==> src/rtl/cordic_post_if.sv <==
// cordic_post_if
// Bundles the three handshakes of the CORDIC post-stage: tag, result and output.
//   tag_valid/tag_ready/tag_in             : quadrant tags from the pre-stage
//   res_valid/res_ready/res_x/res_y/res_z  : raw CORDIC results
//   out_valid/out_ready/out_*              : restored results towards downstream
//   err_notag                              : sticky flag, result seen with no tag queued
// Modport "slave" is the post-stage itself; "master" is its environment.
interface cordic_post_if #(
    parameter int W = 16
);
    logic                tag_valid;
    logic                tag_ready;
    logic [2:0]          tag_in;
    logic                res_valid;
    logic                res_ready;
    logic signed [W-1:0] res_x;
    logic signed [W-1:0] res_y;
    logic signed [W-1:0] res_z;
    logic                out_valid;
    logic                out_ready;
    logic signed [W-1:0] out_cos;
    logic signed [W-1:0] out_sin;
    logic signed [W-1:0] out_angle;
    logic                out_mode;
    logic                err_notag;

    modport slave (
        input  tag_valid, tag_in, res_valid, res_x, res_y, res_z, out_ready,
        output tag_ready, res_ready, out_valid, out_cos, out_sin, out_angle,
               out_mode, err_notag
    );

    modport master (
        output tag_valid, tag_in, res_valid, res_x, res_y, res_z, out_ready,
        input  tag_ready, res_ready, out_valid, out_cos, out_sin, out_angle,
               out_mode, err_notag
    );
endinterface

==> src/rtl/cordic_post.sv <==
// cordic_post
// Output-side counterpart of the angle pre-conditioning stage. Quadrant tags
// issued by the pre-stage are queued in a small FIFO and paired, in order,
// with CORDIC results. The fold is then undone:
//   rotation (mode 0): quadrant swap/negate of (x, y) into (cos, sin)
//   vectoring (mode 1): quadrant offset added to the residual angle
// Results leave through a two-register valid/ready pipeline (fold stage,
// output stage), one result per cycle at full throughput.
// Ports:
//   clk  : clock, all state on the rising edge
//   rst  : asynchronous active-high reset
//   bus  : cordic_post_if.slave (tag, result and output handshakes, err flag)
module cordic_post #(
    parameter int TAG_DEPTH = 8,
    parameter int W         = 16,
    parameter int QUAD_STEP = 5760
) (
    input  logic         clk,
    input  logic         rst,
    cordic_post_if.slave bus
);
    localparam int PW = (TAG_DEPTH > 1) ? $clog2(TAG_DEPTH) : 1;

    localparam logic [PW:0]           DEPTH_C  = (PW+1)'(TAG_DEPTH);
    localparam logic [PW:0]           CNT_ONE  = (PW+1)'(1);
    localparam logic [PW-1:0]         PTR_ONE  = PW'(1);
    localparam logic signed [W-1:0]   MIN_C    = {1'b1, {(W-1){1'b0}}};
    localparam logic signed [W-1:0]   MAX_C    = {1'b0, {(W-1){1'b1}}};
    localparam logic signed [W-1:0]   ZERO_W   = {W{1'b0}};
    localparam logic signed [W+1:0]   ZERO_W2  = {(W+2){1'b0}};
    localparam logic signed [W+1:0]   STEP1    = (W+2)'(QUAD_STEP);
    localparam logic signed [W+1:0]   STEP2    = (W+2)'(2 * QUAD_STEP);
    localparam logic signed [W+1:0]   STEP3    = (W+2)'(3 * QUAD_STEP);
    localparam logic signed [W+1:0]   ANG_MAX  = (W+2)'(4 * QUAD_STEP - 1);

    // Saturating two's-complement negation: the most negative value has no
    // positive counterpart, so it maps to the most positive one.
    function automatic logic signed [W-1:0] neg_sat(input logic signed [W-1:0] v);
        logic signed [W-1:0] r;
        if (v == MIN_C) begin
            r = MAX_C;
        end else begin
            r = -v;
        end
        return r;
    endfunction

    // ---------------- tag FIFO ----------------
    logic [2:0]    tag_mem_r [TAG_DEPTH];
    logic [PW-1:0] wr_ptr_r;
    logic [PW-1:0] rd_ptr_r;
    logic [PW:0]   count_r;
    logic          full_s;
    logic          empty_s;
    logic          push_s;
    logic          pop_s;

    // ---------------- pipeline ----------------
    logic                s1_valid_r;
    logic [2:0]          s1_tag_r;
    logic signed [W-1:0] s1_x_r;
    logic signed [W-1:0] s1_y_r;
    logic signed [W-1:0] s1_z_r;
    logic                s2_load_s;
    logic                s1_adv_s;
    logic                res_ready_s;

    logic                out_valid_r;
    logic signed [W-1:0] out_cos_r;
    logic signed [W-1:0] out_sin_r;
    logic signed [W-1:0] out_angle_r;
    logic                out_mode_r;
    logic                err_notag_r;

    logic signed [W-1:0] fold_cos_s;
    logic signed [W-1:0] fold_sin_s;
    logic signed [W-1:0] fold_ang_s;
    logic signed [W+1:0] base_s;
    logic signed [W+1:0] sum_s;

    assign full_s  = (count_r == DEPTH_C);
    assign empty_s = (count_r == {(PW+1){1'b0}});

    // A full FIFO refuses pushes even when a pop happens in the same cycle.
    assign push_s = bus.tag_valid && !full_s;

    // Output register frees up when empty or being drained this cycle.
    assign s2_load_s = !out_valid_r || bus.out_ready;
    assign s1_adv_s  = s1_valid_r && s2_load_s;

    // Uses the registered count, so a tag pushed this cycle is never bypassed
    // to a result arriving in the same cycle.
    assign res_ready_s = !empty_s && (!s1_valid_r || s1_adv_s);
    assign pop_s       = bus.res_valid && res_ready_s;

    // Tag storage write port.
    always_ff @(posedge clk or posedge rst) begin
        if (rst) begin
            for (int i = 0; i < TAG_DEPTH; i++) begin
                tag_mem_r[i] <= 3'b000;
            end
        end else if (push_s) begin
            tag_mem_r[wr_ptr_r] <= bus.tag_in;
        end
    end

    // FIFO pointers and occupancy; pointers wrap naturally at a power-of-two depth.
    always_ff @(posedge clk or posedge rst) begin
        if (rst) begin
            wr_ptr_r <= {PW{1'b0}};
            rd_ptr_r <= {PW{1'b0}};
            count_r  <= {(PW+1){1'b0}};
        end else begin
            if (push_s) begin
                wr_ptr_r <= wr_ptr_r + PTR_ONE;
            end
            if (pop_s) begin
                rd_ptr_r <= rd_ptr_r + PTR_ONE;
            end
            case ({push_s, pop_s})
                2'b10:   count_r <= count_r + CNT_ONE;
                2'b01:   count_r <= count_r - CNT_ONE;
                default: count_r <= count_r;
            endcase
        end
    end

    // Sticky flag: a result turned up with no tag to pair it with.
    always_ff @(posedge clk or posedge rst) begin
        if (rst) begin
            err_notag_r <= 1'b0;
        end else if (bus.res_valid && empty_s) begin
            err_notag_r <= 1'b1;
        end
    end

    // Stage 1: capture the raw result together with its popped tag.
    always_ff @(posedge clk or posedge rst) begin
        if (rst) begin
            s1_valid_r <= 1'b0;
            s1_tag_r   <= 3'b000;
            s1_x_r     <= ZERO_W;
            s1_y_r     <= ZERO_W;
            s1_z_r     <= ZERO_W;
        end else if (!s1_valid_r || s1_adv_s) begin
            s1_valid_r <= pop_s;
            if (pop_s) begin
                s1_tag_r <= tag_mem_r[rd_ptr_r];
                s1_x_r   <= bus.res_x;
                s1_y_r   <= bus.res_y;
                s1_z_r   <= bus.res_z;
            end
        end
    end

    // Undo the quadrant fold on the stage-1 contents.
    always_comb begin
        fold_cos_s = ZERO_W;
        fold_sin_s = ZERO_W;
        fold_ang_s = ZERO_W;
        case (s1_tag_r[1:0])
            2'd1:    base_s = STEP1;
            2'd2:    base_s = STEP2;
            2'd3:    base_s = STEP3;
            default: base_s = ZERO_W2;
        endcase
        // Two guard bits keep the offset sum from wrapping before the clamp.
        sum_s = {{2{s1_z_r[W-1]}}, s1_z_r} + base_s;
        if (s1_tag_r[2]) begin
            fold_cos_s = s1_x_r;
            fold_sin_s = ZERO_W;
            if (s1_z_r[W-1]) begin
                // A negative residual means the true angle sits on the quadrant edge.
                fold_ang_s = base_s[W-1:0];
            end else if (sum_s > ANG_MAX) begin
                fold_ang_s = ANG_MAX[W-1:0];
            end else begin
                fold_ang_s = sum_s[W-1:0];
            end
        end else begin
            fold_ang_s = ZERO_W;
            case (s1_tag_r[1:0])
                2'd1: begin
                    fold_cos_s = neg_sat(s1_y_r);
                    fold_sin_s = s1_x_r;
                end
                2'd2: begin
                    fold_cos_s = neg_sat(s1_x_r);
                    fold_sin_s = neg_sat(s1_y_r);
                end
                2'd3: begin
                    fold_cos_s = s1_y_r;
                    fold_sin_s = neg_sat(s1_x_r);
                end
                default: begin
                    fold_cos_s = s1_x_r;
                    fold_sin_s = s1_y_r;
                end
            endcase
        end
    end

    // Stage 2: output registers, held steady while downstream stalls.
    always_ff @(posedge clk or posedge rst) begin
        if (rst) begin
            out_valid_r <= 1'b0;
            out_cos_r   <= ZERO_W;
            out_sin_r   <= ZERO_W;
            out_angle_r <= ZERO_W;
            out_mode_r  <= 1'b0;
        end else if (s2_load_s) begin
            out_valid_r <= s1_valid_r;
            if (s1_valid_r) begin
                out_cos_r   <= fold_cos_s;
                out_sin_r   <= fold_sin_s;
                out_angle_r <= fold_ang_s;
                out_mode_r  <= s1_tag_r[2];
            end
        end
    end

    assign bus.tag_ready = !full_s;
    assign bus.res_ready = res_ready_s;
    assign bus.out_valid = out_valid_r;
    assign bus.out_cos   = out_cos_r;
    assign bus.out_sin   = out_sin_r;
    assign bus.out_angle = out_angle_r;
    assign bus.out_mode  = out_mode_r;
    assign bus.err_notag = err_notag_r;
endmodule

==> src/flat_wrapper.sv <==
// flat-port wrapper written by rule: the top's interface ports become plain ports
module cordic_post_flat 
#(
    parameter int TAG_DEPTH = 8,
    parameter int W         = 16,
    parameter int QUAD_STEP = 5760
)
  (clk, rst, bus_tag_valid, bus_tag_in, bus_res_valid, bus_res_x, bus_res_y, bus_res_z, bus_out_ready, bus_tag_ready, bus_res_ready, bus_out_valid, bus_out_cos, bus_out_sin, bus_out_angle, bus_out_mode, bus_err_notag);
  cordic_post_if #(.W(W)) bus_i ();
  input  logic clk;
  input  logic rst;
  input wire logic [$bits(bus_i.tag_valid)-1:0] bus_tag_valid;
  input wire logic [$bits(bus_i.tag_in)-1:0] bus_tag_in;
  input wire logic [$bits(bus_i.res_valid)-1:0] bus_res_valid;
  input wire logic [$bits(bus_i.res_x)-1:0] bus_res_x;
  input wire logic [$bits(bus_i.res_y)-1:0] bus_res_y;
  input wire logic [$bits(bus_i.res_z)-1:0] bus_res_z;
  input wire logic [$bits(bus_i.out_ready)-1:0] bus_out_ready;
  output wire logic [$bits(bus_i.tag_ready)-1:0] bus_tag_ready;
  output wire logic [$bits(bus_i.res_ready)-1:0] bus_res_ready;
  output wire logic [$bits(bus_i.out_valid)-1:0] bus_out_valid;
  output wire logic [$bits(bus_i.out_cos)-1:0] bus_out_cos;
  output wire logic [$bits(bus_i.out_sin)-1:0] bus_out_sin;
  output wire logic [$bits(bus_i.out_angle)-1:0] bus_out_angle;
  output wire logic [$bits(bus_i.out_mode)-1:0] bus_out_mode;
  output wire logic [$bits(bus_i.err_notag)-1:0] bus_err_notag;
  assign bus_i.tag_valid = bus_tag_valid;
  assign bus_i.tag_in = bus_tag_in;
  assign bus_i.res_valid = bus_res_valid;
  assign bus_i.res_x = bus_res_x;
  assign bus_i.res_y = bus_res_y;
  assign bus_i.res_z = bus_res_z;
  assign bus_i.out_ready = bus_out_ready;
  assign bus_tag_ready = bus_i.tag_ready;
  assign bus_res_ready = bus_i.res_ready;
  assign bus_out_valid = bus_i.out_valid;
  assign bus_out_cos = bus_i.out_cos;
  assign bus_out_sin = bus_i.out_sin;
  assign bus_out_angle = bus_i.out_angle;
  assign bus_out_mode = bus_i.out_mode;
  assign bus_err_notag = bus_i.err_notag;
  cordic_post #(.TAG_DEPTH(TAG_DEPTH), .W(W), .QUAD_STEP(QUAD_STEP)) u_core (.clk(clk), .rst(rst), .bus(bus_i));
endmodule
==> config.mk <==
export PLATFORM = sky130hd
export DESIGN_NAME = cordic_post_flat
export DESIGN_NICKNAME = d
export VERILOG_FILES = /design/src/rtl/cordic_post_if.sv /design/src/rtl/cordic_post.sv /design/src/flat_wrapper.sv
export SDC_FILE = /design/constraint.sdc
export NUM_CORES = 1
export LEC_CHECK = 0
export CORE_AREA = 5 5 115 139
export DETAILED_ROUTE_END_ITERATION = 8
export DIE_AREA = 0 0 120 144
export GPL_TIMING_DRIVEN = 0
export HOLD_SLACK_MARGIN = 0.03
export PLACE_DENSITY = 0.8
export SYNTH_ARGS = -nofsm -noshare
export SYNTH_HDL_FRONTEND = slang
export SYNTH_SLANG_ARGS = --single-unit
==> constraint.sdc <==
create_clock -name clk -period 6.1 [get_ports clk]
set_input_delay 1.22 -clock clk [delete_from_list [all_inputs] [get_ports clk]]
set_output_delay 1.22 -clock clk [all_outputs]
set_load 0.1 [all_outputs]
## After elaboration in Yosys (flattened, before gate mapping)

Index checks and enable logic that the tools add are counted.

- Bits in latches: 0
- Memories: 0
- Input bits: 56
- Bits in writable memories: 0
- Output and inout port bits: 53
- Word-level logic and storage cells: 76
- Bits in registers: 137
- ROM bits: 0

- Multiply operators: 0
- Muxes and demuxes: 17
- Magnitude comparators: 4
- Eq/ne operators: 8
- Add/subtract/negate cells: 7
- Div/mod/pow operators: 0
- Bitwise operators: 2
- Reductions and logical operators: 16
- Shift operators: 0

Operator list:

| kind | number |
|---|---|
| 2-to-1 mux 16 bit | 7 |
| one-hot mux 16 bit (3 select lines) | 2 |
| one-hot mux 15 bit (3 select lines) | 1 |
| equality test 16 bit, second input constant | 2 |
| negator 16 bit | 2 |
| bitwise mux 24 bit | 1 |
| greater-than comparator 18 x 16 -> 1 bit, second input constant | 1 |
| adder 16 x 16 -> 17 bit | 1 |
| binary-select mux 3 bit (select 3 bit) | 1 |
| demux 3 bit (select 3 bit) | 1 |
| 2-to-1 mux 3 bit | 3 |
| greater-or-equal comparator 4 bit, second input constant | 2 |
| NOT 3 -> 4 bit | 2 |
| one-hot mux 4 bit (2 select lines) | 1 |
| adder 3 x 1 -> 3 bit, second input constant | 2 |
| equality test 2 bit, second input constant | 3 |
| logical AND 1 bit | 6 |
| adder 4 x 1 -> 4 bit, second input constant | 1 |
| equality test 2 x 1 -> 1 bit, second input constant | 2 |
| equality test 4 bit, second input constant | 1 |
| zero test 1 bit | 4 |
| zero test 4 bit | 1 |
| less-than comparator 4 x 1 -> 1 bit, second input constant | 1 |
| AND reduction 2 bit | 2 |
| 3 further kinds | 4 |

## Logic depth before layout (Yosys ltp)

Gate-level depths: netlist (run 1).

- Depth after elaboration: 8
- Gate-level depth with buffers: 15
- Depth with buffers taken out: 13

## Worst setup path before layout (run 1)

OpenSTA, ideal clock, no wires.

- Path type: input to register
- Start point: in bus_out_ready
- End point: reg u_core.count_r[3]
- Path slack: 0.795 ns
- Cell stages on the path: 13
- Path buffers: 2
- Data arrival time: 5.180 ns
- Setup time: 0.125 ns
- Data required time: 5.975 ns
- Path through: nor2b_1 > a21oi_1 > nand2_1 > inv_2 > clkbuf_1 > clkbuf_1 > ha_1 > ha_1 > a21o_1 > a21oi_1 > xnor2_1 > nor2_1 > xor2_1

- Longest elaborated chain between the ends: 7
- Elaborated cells between the ends (all ways): 9
- Classes of those cells: eq/ne: 2; mux: 1; reduce/logical: 6

Ends and longest elaborated chain:

| element | line | RTL |
|---|---|---|
| start, declared | flat_wrapper.sv:18 | `input wire logic [$bits(bus_i.out_ready)-1:0] bus_out_ready;` |
| logical OR 1 bit * | cordic_post.sv:88 | `assign s2_load_s = !out_valid_r \|\| bus.out_ready;` |
| logical AND 1 bit * | cordic_post.sv:89 | `assign s1_adv_s = s1_valid_r && s2_load_s;` |
| logical OR 1 bit * | cordic_post.sv:93 | `assign res_ready_s = !empty_s && (!s1_valid_r \|\| s1_adv_s);` |
| logical AND 1 bit * | cordic_post.sv:93 |  |
| named net bus_res_ready | flat_wrapper.sv:20 | `output wire logic [$bits(bus_i.res_ready)-1:0] bus_res_ready;` |
| logical AND 1 bit * | cordic_post.sv:94 | `assign pop_s = bus.res_valid && res_ready_s;` |
| named net u_core.pop_s | cordic_post.sv:56 | `logic pop_s;` |
| equality test 2 x 1 -> 1 bit / equality test 2 bit (equally long branches) | cordic_post.sv:120 | `case ({push_s, pop_s})` |
| one-hot mux 4 bit (2 select lines) / nonzero test 2 bit (equally long branches) | - |  |
| end signal, assigned | cordic_post.sv:121 | `2'b10: count_r <= count_r + CNT_ONE;` |
| end signal, assigned | cordic_post.sv:122 | `2'b01: count_r <= count_r - CNT_ONE;` |
| end signal, assigned | cordic_post.sv:123 | `default: count_r <= count_r;` |
| end, declared | cordic_post.sv:52 | `logic [PW:0] count_r;` |

The timed path passes the listed nets; every way through them passes the cells marked *.
A chain may end at the register's enable or synchronous reset.

## Worst setup path after layout (run 1)

- Start point: in bus_out_ready
- End point: reg u_core.count_r[3]

- Longest elaborated chain between the ends: 7
- Elaborated cells between the ends (all ways): 9
- Classes of those cells: eq/ne: 2; mux: 1; reduce/logical: 6

Ends and longest elaborated chain:

| element | line |
|---|---|
| logical OR 1 bit * | cordic_post.sv:88 |
| logical AND 1 bit * | cordic_post.sv:89 |
| logical OR 1 bit * | cordic_post.sv:93 |
| logical AND 1 bit * | cordic_post.sv:93 |
| logical AND 1 bit * | cordic_post.sv:94 |
| named net u_core.pop_s | cordic_post.sv:56 |
| equality test 2 x 1 -> 1 bit / equality test 2 bit (equally long branches) | cordic_post.sv:120 |
| one-hot mux 4 bit (2 select lines) / nonzero test 2 bit (equally long branches) | - |

Marked as above.

==> impl_metrics.tcl, run 1 <==
set metrics [dict create \
    outcome "finished clean" \
    crit_fanout 10 \
    cap_viol_max_count 0 \
    synth.avg_cell_area_sq_um 9.95 \
    cp-start-kind "input pin" \
    yosys.area_share.adder_pct 3.51 \
    via_per_inst 6.25 \
    wl_met1_um 9000 \
    num_antenna_cells 0 \
    cts_buffer_depth 2 \
    postCtsSetupBuffers 0 \
    synth.most_common_cell "dfrtp_1" \
    fmax_mhz 226 \
    synthTopCellsByArea "dfrtp_1, mux2_2, o21ai_0" \
    synth.distinct_cells 79 \
    synth_edf_count 0 \
    fillCellCount 1139 \
    synth_nets 873 \
    tns_ns 0 \
    drc 0 \
    setup_ws_ns 1.67 \
    fin_nets 1001 \
    track_usage_pct 28.5 \
    synth_seq_cells 137 \
    synth_top_flop_cell "dfrtp_1" \
    ys_top_cells_by_count "dfrtp_1, o21ai_0, nand2_1, mux2_2, nor2_1" \
    multi_input_area_sq_um 4060 \
    cts.repair.resized 0 \
    rsz0062_at_grt "no" \
    regArea_sq_um 3430 \
    syn_area_sq_um 7920 \
    synth-compound-area-share_pct 18.0 \
    synth_xor_area_share_pct 2.98 \
    cts_hold_buffers 0 \
    place_ws_ns 1.25 \
    die_height_um 144 \
    io_pins 109 \
    start_util_pct 54.1 \
    cp.arrival_ns 4.73 \
    vias 6955 \
    grt_pass1_vias 7059 \
    critPathCaptureType "flop" \
    numCtsBuffers 17 \
    wl_met3_um 1740 \
    hp-class "flop to flop" \
    min_period_ns 4.43 \
    path_class "input pin to flop" \
    synth.largest_area_cell "dfrtp_1" \
    synth_top_family_by_area "compound AO/OA/AOI/OAI gates" \
    route.met2.wl_um 12000 \
    routed_wl_um 24100 \
    die-width_um 120 \
    top_layer "met4" \
    timing.final.crit_share_pct 72.6 \
    rows 49 \
    cts_root_buf "clkbuf_16" \
    grt_max_degree 90 \
    synth_mux_area_share_pct 12.2 \
    grt.overflow.total 0 \
    cts_tree "built" \
    gp_congestion 1.05 \
    htreeDepth 4 \
    worstMarginPinSlew_ns 1.07 \
    wire_per_inst_um 21.6 \
    yosys.area_share.simple_pct 14.5 \
    clkTransAtPathRegs_ns 0.05 \
    yosysTopAreaCellShare_pct 43.3 \
    required_ns 6.40 \
    drive_gt1_share_pct 16.1 \
    seq_area_frac_synth_pct 43.3 \
    die_area_sq_um 17300 \
    skew_ns 0.0118 \
    ys_warn_count 0 \
    port_buffers 108 \
    grt_pass1_wl_um 37800 \
    drv_slew 0 \
    timing.slew.headroom_pct 28.1 \
    setup_viol 0 \
    dp_hpwl_um 17200 \
    antenna_left 0 \
    core_sq_um 14700 \
    antenna_found_initial 0 \
    dr.pass1.iters 6 \
    synthArstFlopShare_pct 100 \
    first_iter_violations 665 \
    hold_ws_ns 0.458 \
    hold_viol_final 0 \
    syn_inst 796 \
    area_delta_synth_final_pct 24.2 \
    cts.sinks 137 \
    clk_latency_ns 0.43 \
]
-- layout by cell type, fill, tap and decap left out, types with 7 or more instances in the layout --
master           netlist  routed
nand2_1               72      72
dfrtp_1              137     137
mux2i_1               10      10
o21ai_0               75      75
a21oi_1               36      36
nor3_1                15      15
xor2_1                 8       8
or3_1                  8       8
inv_1                 21      20
a221oi_1               7       7
a22oi_1               13      13
a31oi_1               16      16
clkbuf_16              0      17
nor2_1                62      62
nand3_1               12      12
xnor2_1               19      19
o211ai_1               9       9
clkdlybuf4s50_1        0     108
clkbuf_1              32      34
clkbuf_8               7      11
mux2_2                65      65
ha_1                  19      19
a211oi_1               8       8
a21o_1                17      17
-- cell families (layout without fill, tap and decap cells) --
group / after synthesis / in the layout
and+or+nand+nor: 227 / 227
adders and majority gates: 21 / 21
xor gates and xnor gates: 27 / 27
muxes: 81 / 81
AOI/OAI and AO/OA: 222 / 222
DFF: 137 / 137
buffers and inverters: 81 / 220
-- layer usage --
layer / global-route usage (%) / vias up
met1: 32.7 / 3367
met4: 16.5 / 0
met5: 0 / -
met3: 6.53 / 102
met2: 49.0 / 349
li1: - / 3137
-- stage by stage --
step | instances | cell area (sq um) | util (%)
after global routing | 1113 | 9840 | 67.2
final | 1113 | 9840 | 67.2
after global placement | 1082 | 9230 | 63.0
after floorplan | 796 | 7920 | -
after detailed placement | 1083 | 9260 | 63.2
after CTS | 1113 | 9840 | 67.2
-- sequential cells by signal (all words and copies together) (netlist names) --
register and count:
u_core.bus.out_mode 1, u_core.s1_tag_r 3, u_core.bus.out_angle 16, u_core.tag_mem_r 24, u_core.s1_x_r 16, u_core.wr_ptr_r 3, u_core.s1_valid_r 1, u_core.rd_ptr_r 3
u_core.bus.out_sin 16, u_core.count_r 4, u_core.bus.err_notag 1, u_core.s1_y_r 16, u_core.s1_z_r 16, u_core.bus.out_cos 16, u_core.bus.out_valid 1
-- layout make-up --
class                      count  share of cell area (%)
buffer                        58                    3.59
clock buffer                  23                    4.96
clock inverter                 7                   0.941
inverter                      23                   0.928
multi-input combinational    578                    41.2
sequential                   137                    34.8
tap                          178                    2.26
timing repair buffer         109                    11.3
-- worst paths after layout --
check | from | to | slack, ns | cells past startpoint
worst min register to register | u_core.bus.err_notag | u_core.bus.err_notag | 0.46 | 1
min in group asynchronous | rst | u_core.s1_y_r[0] | 1.20 | 2
worst max-delay path | bus_out_ready | u_core.count_r[3] | 1.67 | 14
max in group asynchronous | rst | u_core.bus.out_cos[12] | 4.12 | 3
worst min-delay path | u_core.bus.err_notag | u_core.bus.err_notag | 0.46 | 1
worst max register to register | u_core.s1_tag_r[0] | u_core.bus.out_angle[1] | 1.97 | 13
-- worst max-delay path: stages --
cell	delay, ns
clkdlybuf4s50_1	0.48
nor2b_1	0.08
a21oi_1	0.20
nand2_1	0.26
inv_2	0.21
clkbuf_1	0.52
clkbuf_1	0.51
ha_1	0.31
ha_1	0.25
a21o_1	0.18
a21oi_1	0.17
xnor2_1	0.13
nor2_1	0.06
xor2_1	0.14
Power of run 1 is left out: the tool's default activity adds up to more than one toggle a clock period on the data nets, which glitch-free logic cannot reach.
==> run 2, diff against run 1 <==
Settings changed: CORE_AREA 5 5 115 139 to 5 5 121 146, DIE_AREA 0 0 120 144 to 0 0 126 151, PLACE_DENSITY 0.8 to 0.76.
Clock period 6.1 ns to 3.54 ns, I/O delays scaled along.
==> impl_metrics.tcl, run 2 (synthesis results as in run 1) <==
set metrics [dict create \
    outcome "finished clean" \
    gp_congestion 1.02 \
    drive_gt1_share_pct 17.8 \
    r2r-start "u_core.s1_tag_r[1]" \
    via_per_inst 6.06 \
    antenna_left 0 \
    hp-class "flop to flop" \
    hold_ws_ns 0.480 \
    critPathCaptureType "flop" \
    path_class "flop to flop" \
    required_ns 3.83 \
    vias 6974 \
    endpoint "u_core.bus.out_angle[6]" \
    final_util_pct 62.0 \
    htreeDepth 4 \
    numCtsBuffers 17 \
    rows 51 \
    hold_viol_final 0 \
    r2r-end "u_core.bus.out_angle[6]" \
    worst_path_max_delay_cell "fa_1" \
    routed_wl_um 24400 \
    first_iter_violations 803 \
    cp.arrival_ns 3.63 \
    drv_slew 0 \
    die_height_um 151 \
    clkTransAtPathRegs_ns 0.06 \
    power_mw 11.3 \
    place_ws_ns -0.772 \
    antenna_found_initial 0 \
    p_per_area_nw_per_um2 1130 \
    rr_worst_depth 15 \
    worstMarginPinSlew_ns 1.06 \
    worst_path_largest_cell_delay_ns 0.42 \
    io_pins 109 \
    leakage_nw 4.12 \
    clk_latency_ns 0.43 \
    ir_worst_vdd_mv 0.615 \
    area_delta_synth_final_pct 25.9 \
    grt.overflow.total 0 \
    layout_common_cells "dfrtp_1, clkdlybuf4s50_1, o21ai_0, nand2_1, mux2_2" \
    min_period_ns 3.34 \
    rrSetupSlack_ns 0.20 \
    cap_viol_max_count 0 \
    grt_max_degree 42 \
    port_buffers 108 \
    die-width_um 126 \
    die_area_sq_um 19000 \
    worstPathCellList "inv_1, ha_1, clkbuf_8, nor2_1, nor2_2, ha_2, inv_1, fa_1, nor2b_2, o31a_1, o21ai_0, xnor2_1, o21a_1, clkbuf_4, o21ai_0" \
    crit_fanout 10 \
    wire_per_inst_um 21.2 \
    grt_pass1_wl_um 37900 \
    fmax_mhz 300 \
    setup_ws_ns 0.201 \
    dr.pass1.iters 5 \
    startpoint "u_core.s1_tag_r[1]" \
    regMostFlops "u_core.tag_mem_r" \
    final_common_cell "dfrtp_1" \
    drc 0 \
    fillCellCount 1400 \
    largest_reg_flops 24 \
    num_antenna_cells 0 \
    track_usage_pct 25.7 \
    cts_root_buf "clkbuf_16" \
    core_sq_um 16100 \
    cts.sinks 137 \
    fin_nets 1004 \
    design_area_sq_um 9970 \
    dp_hpwl_um 17700 \
    start_util_pct 49.3 \
    setup_viol 0 \
    cts_buffer_depth 2 \
    grt_pass1_vias 6929 \
    timing.slew.headroom_pct 29.1 \
    skew_ns 0.00837 \
    timing.final.crit_share_pct 94.3 \
    cp-start-kind "flop" \
    placed_area_sq_um 9350 \
    cts_tree "built" \
]
## run 2: changes by cell type in the layout (fill, tap and decap cells not counted), moves of 3 or more
cell	change
clkinv_2	+3
buf_12	+3
clkbuf_8	-4
clkbuf_1	-5
## run 2: per-layer routing
| metal | up-vias | track usage, % | share of wire, % |
|---|---|---|---|
| li1 | 3141 | - | - |
| met1 | 3422 | 30.9 | 39 |
| met2 | 340 | 45.2 | 50 |
| met3 | 71 | 4.87 | 6.8 |
| met4 | 0 | 10.8 | 4.3 |
| met5 | - | 0 | 0 |
## run 2: metrics by stage
| step | instances | TNS, ns |
|---|---|---|
| 2_1_floorplan | 796 | -0.164 |
| 3_3_place_gp | 1116 | -16.34 |
| 3_5_place_dp | 1119 | -4.72 |
| 4_1_cts | 1149 | 0 |
| 5_1_grt | 1151 | -0.162 |
| 6_report | 1151 | 0 |
## run 2: layout make-up
| class | count | area, sq um | share of cell area (%) |
|---|---|---|---|
| plain buffers | 57 | 355 | 3.56 |
| well taps | 212 | 265 | 2.66 |
| inverters | 23 | 90.1 | 0.903 |
| flip-flops and latches | 137 | 3430 | 34.4 |
| multi-input cells | 578 | 4090 | 41.0 |
| clock inverters | 13 | 155 | 1.56 |
| repair buffers | 113 | 1160 | 11.6 |
| clock buffers | 18 | 429 | 4.30 |
## run 2: worst min path at each step
stage	slack, ns	endpoint	cells past startpoint	startpoint
floorplan	0.46	u_core.count_r[3]	1	u_core.count_r[3]
finish	0.48	u_core.bus.out_cos[2]	2	u_core.bus.out_cos[2]
global route	0.51	u_core.bus.out_sin[3]	1	u_core.bus.out_sin[3]
global placement	0.46	u_core.bus.out_mode	2	u_core.bus.out_mode
CTS	0.48	u_core.bus.out_mode	2	u_core.bus.out_mode
detailed placement	0.47	u_core.bus.out_mode	2	u_core.bus.out_mode
## run 2: power breakdown
| group | switching (mW) | internal [mW] | total (mW) |
|---|---|---|---|
| clock network | 0.695 | 1.10 | 1.79 |
| logic | 4.42 | 2.26 | 6.68 |
| registers | 0.552 | 2.26 | 2.82 |
## run 2: critical path: cells and delay by family, from the launching register on
kind	cells	cell delay [ns]
AOI/OAI and AO/OA	4	0.64
xor gates and xnor gates	1	0.31
adders and majority gates	3	0.88
buffers and inverters	4	0.56
DFF	1	0.41
and+or+nand+nor	3	0.41
## run 2: repair_timing
item                       in CTS  in global routing
hold buffers                    0                  0
buffers inserted                0                  2
gates resized for setup         4                  8
pin swaps                       0                  3
setup endpoints to repair      15                 11
No activity file was read; power rests on OpenSTA's default activity.
==> RTL change 1, RTL diff (config.mk and constraints of run 2) <==
`QUAD_STEP` is set to 5760 in 2 places; all go to 2880.
--- a/src/rtl/cordic_post.sv
+++ b/src/rtl/cordic_post.sv
@@ -13,7 +13,7 @@
 module cordic_post #(
     parameter int TAG_DEPTH = 8,
     parameter int W         = 16,
-    parameter int QUAD_STEP = 5760
+    parameter int QUAD_STEP = 2880
 ) (
     input  logic         clk,
     input  logic         rst,
--- a/src/flat_wrapper.sv
+++ b/src/flat_wrapper.sv
@@ -3,7 +3,7 @@
 #(
     parameter int TAG_DEPTH = 8,
     parameter int W         = 16,
-    parameter int QUAD_STEP = 5760
+    parameter int QUAD_STEP = 2880
 )
   (clk, rst, bus_tag_valid, bus_tag_in, bus_res_valid, bus_res_x, bus_res_y, bus_res_z, bus_out_ready, bus_tag_ready, bus_res_ready, bus_out_valid, bus_out_cos, bus_out_sin, bus_out_angle, bus_out_mode, bus_err_notag);
   cordic_post_if #(.W(W)) bus_i ();
Function: changed (a bounded check fails within 4 cycles, from zero or initial values and one cycle with rst high).
==> RTL change 1 against run 2 <==
- non-clock buffer count shrank 1
- area after synthesis shrank 1.6%
- sequential cell count is the same
- setup slack lost 0.012 ns
- cell area shrank 1.0%
- wire length shrank 4.9%
- via count shrank 0.39%
- critical path depth shrank 2
- largest cell class unchanged
Power is left out: the tool's default activity adds up to more than one toggle a clock period on the data nets, which glitch-free logic cannot reach.
==> RTL change 1: results (changes against run 2) <==
- Status: completed
- Layout Skew: 0.007552 ns (-0.0008139 ns)
- Max Clock Freq: 0.2984 GHz (-0.36%)
- Final GP Congestion: 0.9659 (-5.4%)
- Asr flop ratio synth: 1.000 (unchanged)
- Initial DRC Count: 646 (-20%)
- CTS HTree Levels: 4 (unchanged)
- Ratio of cells with drive above 1 in the final layout: 0.1450 (-0.03289)
- Proportion of synthesized chip area in sequential cells: 0.4399 (+0.007226)
- First-pass GRT wire length: 36930 µm (-2.5%)
- Max-slew headroom: 0.3216 (+0.03022)
- Synth cell types: 64 (-19%)
- Reg-to-reg endpoint: u_core.bus.out_angle[5]
- # diodes: 0 (unchanged)
- Layout net count: 1018 (+1.4%)
- DP Worst Slack: -0.2236 ns (+0.5488 ns)
- Vias: 6947 (-0.39%)
- Crit path DAT: 3.66 ns (+0.03 ns)
- WL final: 23190 µm (-4.9%)
- Dpl cell area: 9214 µm² (-1.4%)
- Dpl hpwl: 16890 µm (-4.6%)
- Mapped Nets: 887 (+1.6%)
- Crit path launch: u_core.s1_tag_r[0]
- Root buf cell: clkbuf_16
- Synth top area cells: dfrtp_1 44%, mux2_2 9.7%, a21oi_1 4.4%
- Worst-skew pair later-pin latency: 0.43 ns (about the same)
- Reg2Reg Depth: 13 (-2)
- Synth cell count leaders: 137 x dfrtp_1, 85 x nand2_1, 69 x a21oi_1
- Vias in the first global route: 7028 (+1.4%)
- Port Buffers: 108 (unchanged)
[RTL change 1: final cells by class]
| cell class | count | area (µm²) |
|---|---|---|
| Buffer | 57 | 236.5 |
| Clock buffer | 19 | 442.9 |
| Clock inverter | 11 | 173.9 |
| Fill cell | 1389 | 6210 |
| Inverter | 22 | 86.33 |
| Multi-Input combinational cell | 594 | 4088 |
| Sequential cell | 137 | 3430 |
| Tap cell | 212 | 265.3 |
| Timing Repair Buffer | 112 | 1149 |
[RTL change 1: metrics by stage]
step,utilization,cells,setup TNS [ns]
5_1_grt,0.6138,1164,-0.004199
2_1_floorplan,-,810,0
6_report,0.6138,1164,0
3_5_place_dp,0.5730,1133,-2.462
4_1_cts,0.6120,1163,0
3_3_place_gp,0.5693,1130,-13.43
[RTL change 1: routing by layer]
| metal | routed length, µm | track usage | share of wire | vias to the layer above |
|---|---|---|---|---|
| li1 | - | - | - | 3182 |
| met1 | 9026 | 0.3008 | 0.39 | 3334 |
| met2 | 11690 | 0.4212 | 0.50 | 352 |
| met3 | 1617 | 0.04515 | 0.070 | 79 |
| met4 | 850 | 0.1261 | 0.037 | 0 |
| met5 | 0 | 0 | 0 | - |
[RTL change 1: worst min path at each step]
stage                               startpoint                    to  slack (ns)  depth (start not counted)
after CTS                 u_core.bus.err_notag  u_core.bus.err_notag        0.47                          1
after global routing      u_core.bus.err_notag  u_core.bus.err_notag        0.50                          1
after detailed placement  u_core.bus.err_notag  u_core.bus.err_notag        0.46                          1
after floorplan              u_core.count_r[3]     u_core.count_r[3]        0.46                          1
final                     u_core.bus.err_notag  u_core.bus.err_notag        0.47                          1
after global placement    u_core.bus.err_notag  u_core.bus.err_notag        0.45                          1
[RTL change 1: kinds of logic after synthesis]
logic type,share of synthesized area
AND/OR/NAND/NOR,0.1546
AO/OA/AOI/OAI,0.1688
flip-flops,0.4399
multiplexers,0.1270
buffers and inverters,0.04030
XOR/XNOR,0.03372
adder cells (fa/ha/maj),0.03565
[RTL change 1: critical path, stage by stage (launching register included)]
cell	delay (ns)
dfrtp_2	0.47
ha_1	0.28
buf_2	0.23
nor2_4	0.20
inv_1	0.07
ha_1	0.27
a21o_1	0.18
and4_1	0.23
a311oi_4	0.27
o21ai_0	0.17
xnor2_1	0.29
buf_4	0.22
o21ai_0	0.13
a22o_1	0.22
[RTL change 1: what timing repair did]
item | 4_1_cts | 5_1_grt
setup buffers | 0 | 1
pin swaps | 0 | 1
endpoints found under the hold margin | 0 | 0
gates resized for setup | 4 | 8
endpoints found under the setup margin | 14 | 14
==> RTL change 2, RTL diff (config.mk and constraints of run 2) <==
Made on the original files. Reset style: synchronous (`rst`), changed in 5 clocked blocks. Comments in the files are not updated.
--- a/src/rtl/cordic_post.sv
+++ b/src/rtl/cordic_post.sv
@@ -94,7 +94,7 @@
     assign pop_s       = bus.res_valid && res_ready_s;
 
     // Tag storage write port.
-    always_ff @(posedge clk or posedge rst) begin
+    always_ff @(posedge clk) begin
         if (rst) begin
             for (int i = 0; i < TAG_DEPTH; i++) begin
                 tag_mem_r[i] <= 3'b000;
@@ -105,7 +105,7 @@
     end
 
     // FIFO pointers and occupancy; pointers wrap naturally at a power-of-two depth.
-    always_ff @(posedge clk or posedge rst) begin
+    always_ff @(posedge clk) begin
         if (rst) begin
             wr_ptr_r <= {PW{1'b0}};
             rd_ptr_r <= {PW{1'b0}};
@@ -126,7 +126,7 @@
     end
 
     // Sticky flag: a result turned up with no tag to pair it with.
-    always_ff @(posedge clk or posedge rst) begin
+    always_ff @(posedge clk) begin
         if (rst) begin
             err_notag_r <= 1'b0;
         end else if (bus.res_valid && empty_s) begin
@@ -135,7 +135,7 @@
     end
 
     // Stage 1: capture the raw result together with its popped tag.
-    always_ff @(posedge clk or posedge rst) begin
+    always_ff @(posedge clk) begin
         if (rst) begin
             s1_valid_r <= 1'b0;
             s1_tag_r   <= 3'b000;
@@ -201,7 +201,7 @@
     end
 
     // Stage 2: output registers, held steady while downstream stalls.
-    always_ff @(posedge clk or posedge rst) begin
+    always_ff @(posedge clk) begin
         if (rst) begin
             out_valid_r <= 1'b0;
             out_cos_r   <= ZERO_W;
Check against the original RTL: differs if rst is asserted again (counterexample within 4 cycles, from zero or initial values and one cycle with rst high); with rst held inactive, the same outputs for 4 cycles.
==> RTL change 2 against run 2 <==
- first-iteration DRC count shrank 13%
- cell area shrank 5.1%
- total power is 27% lower
- count of clock-buffer cells in the layout is 4 higher
- setup slack worse by 0.037 ns
- hold slack worse by 0.031 ns
- sequential cell count unchanged
- wire length increased by 3.1%
- area after synthesis down 5.1%
- critical endpoint is now u_core.bus.out_angle[4]
==> RTL change 2: results (changes against run 2) <==
- Status: completed
- Layout Skew: 0.01052 ns (+0.002153 ns)
- Drt first pass iters: 6 (+1)
- Layout net count: 1141 (+14%)
- Post-synthesis mux area share: 0.03129 (-0.09079)
- Post-synth EDFFs: 24 (+24)
- Proportion of synthesized chip area in sequential cells: 0.3968 (-0.03592)
- Dpl hpwl: 18910 µm (+6.8%)
- Synth Area in Adders: 0.03695 (+0.001891)
- WL final: 25140 µm (+3.1%)
- Asr flop ratio synth: 0 (-1.000)
- Vias: 7636 (+9.5%)
- Tot GR Track Use: 0.2632 (+0.006619)
- Complex-gate fraction of the synthesized area: 0.2355 (+0.05596)
- Family with the most delay on the worst path: compound AO/OA/AOI/OAI gates
- Vias in the first global route: 7463 (+7.7%)
- Synth cell count leaders: 172 x nand2_1, 113 x dfxtp_1, 98 x a21oi_1
- Synth top area cells: dfxtp_1 30%, edfxtp_1 9.6%, nand2_1 8.6%
- Mapped Nets: 1014 (+16%)
- Hold WS: 0.4482 ns (-0.03146 ns)
- Hold Crit Class: reg -> reg
- Synth cell types: 65 (-18%)
- Crit path DAT: 3.74 ns (+0.11 ns)
- Largest net degree at the start of global routing: 17 (-60%)
- P_leak: 3.467 nW (-16%)
- Worst IR drop on VDD: 0.7646 mV (+24%)
- Worst Path Max Fanout: 8 (-2)
- Slew @ Worst Pin: 1.044 ns (-0.01508 ns)
- First-pass GRT wire length: 39350 µm (+3.8%)
- Synth Area in XOR/XNOR: 0.02563 (-0.004216)
- Ratio of cells with drive above 1 in the final layout: 0.06128 (-0.1166)
- Critical Path Slowest Stage Cell: dfxtp_2
- Initial DRC Count: 696 (-13%)
- R2R Setup Slk: 0.16 ns (-0.04 ns)
[RTL change 2: worst register-to-register path: cells and delay by family, from the launching register on]
| kind | cells | cell delay, ns |
|---|---|---|
| AO/OA/AOI/OAI | 5 | 1.26 |
| AND/OR/NAND/NOR | 2 | 0.60 |
| adder cells (fa/ha/maj) | 2 | 0.58 |
| buffers and inverters | 3 | 0.44 |
| flip-flops | 1 | 0.42 |
[RTL change 2: path summary, 6_finish.rpt]
check                                           start                      end  depth (start not counted)
worst max-delay path               u_core.s1_tag_r[0]  u_core.bus.out_angle[4]                         12
worst max register to register     u_core.s1_tag_r[0]  u_core.bus.out_angle[4]                         12
worst min register to register  u_core.bus.out_cos[4]    u_core.bus.out_cos[4]                          1
worst min-delay path            u_core.bus.out_cos[4]    u_core.bus.out_cos[4]                          1
[RTL change 2: logic make-up (layout without fill, tap and decap cells)]
group / after synthesis / after routing
AO/OA/AOI/OAI: 282 / 282
XOR/XNOR: 22 / 22
adder cells (fa/ha/maj): 21 / 21
buffers and inverters: 93 / 233
flip-flops: 137 / 137
multiplexers: 16 / 16
AND/OR/NAND/NOR: 366 / 366
[RTL change 2: power by group]
group	total, mW	internal [mW]	switching [mW]
Clock	1.64	0.935	0.704
Combinational	4.49	1.41	3.07
Sequential	2.10	1.85	0.246
[RTL change 2: what timing repair did]
action                                  4_1_cts  5_1_grt
gates cloned                                  0        0
endpoints found under the setup margin        7       14
resized for setup                             5        5
endpoints found under the hold margin         0        0
pin swaps                                     0        0
[RTL change 2: through the flow]
| stage | worst slack [ns] | util | power (mW) | std cells | area [µm²] |
|---|---|---|---|---|---|
| 3_5_place_dp | -0.4398 | 0.5520 | 6.453 | 1257 | 8876 |
| 2_1_floorplan | 0.1847 | - | 5.201 | 937 | 7530 |
| 5_1_grt | 0.01358 | 0.5884 | 8.688 | 1289 | 9462 |
| 4_1_cts | 0.05047 | 0.5871 | 8.122 | 1289 | 9440 |
| 3_3_place_gp | -0.4331 | 0.5520 | 6.424 | 1257 | 8876 |
| 6_report | 0.1639 | 0.5884 | 8.223 | 1289 | 9462 |
[RTL change 2: metal layers]
| metal | global-route usage | routed length, µm | vias to the layer above |
|---|---|---|---|
| met4 | 0.1491 | 1427 | 0 |
| met5 | 0 | 0 | - |
| met3 | 0.05291 | 1931 | 92 |
| li1 | - | - | 3582 |
| met1 | 0.3005 | 9209 | 3600 |
| met2 | 0.4601 | 12570 | 362 |
[RTL change 2: final cells by class]
type / count / area (µm²)
Clock inverter: 10 / 71.32
Tap cell: 212 / 265.3
Fill cell: 1520 / 6619
Timing Repair Buffer: 108 / 1081
Clock buffer: 22 / 465.4
Sequential cell: 137 / 2985
Inverter: 20 / 75.07
Multi-Input combinational cell: 707 / 4233
Buffer: 73 / 285.3
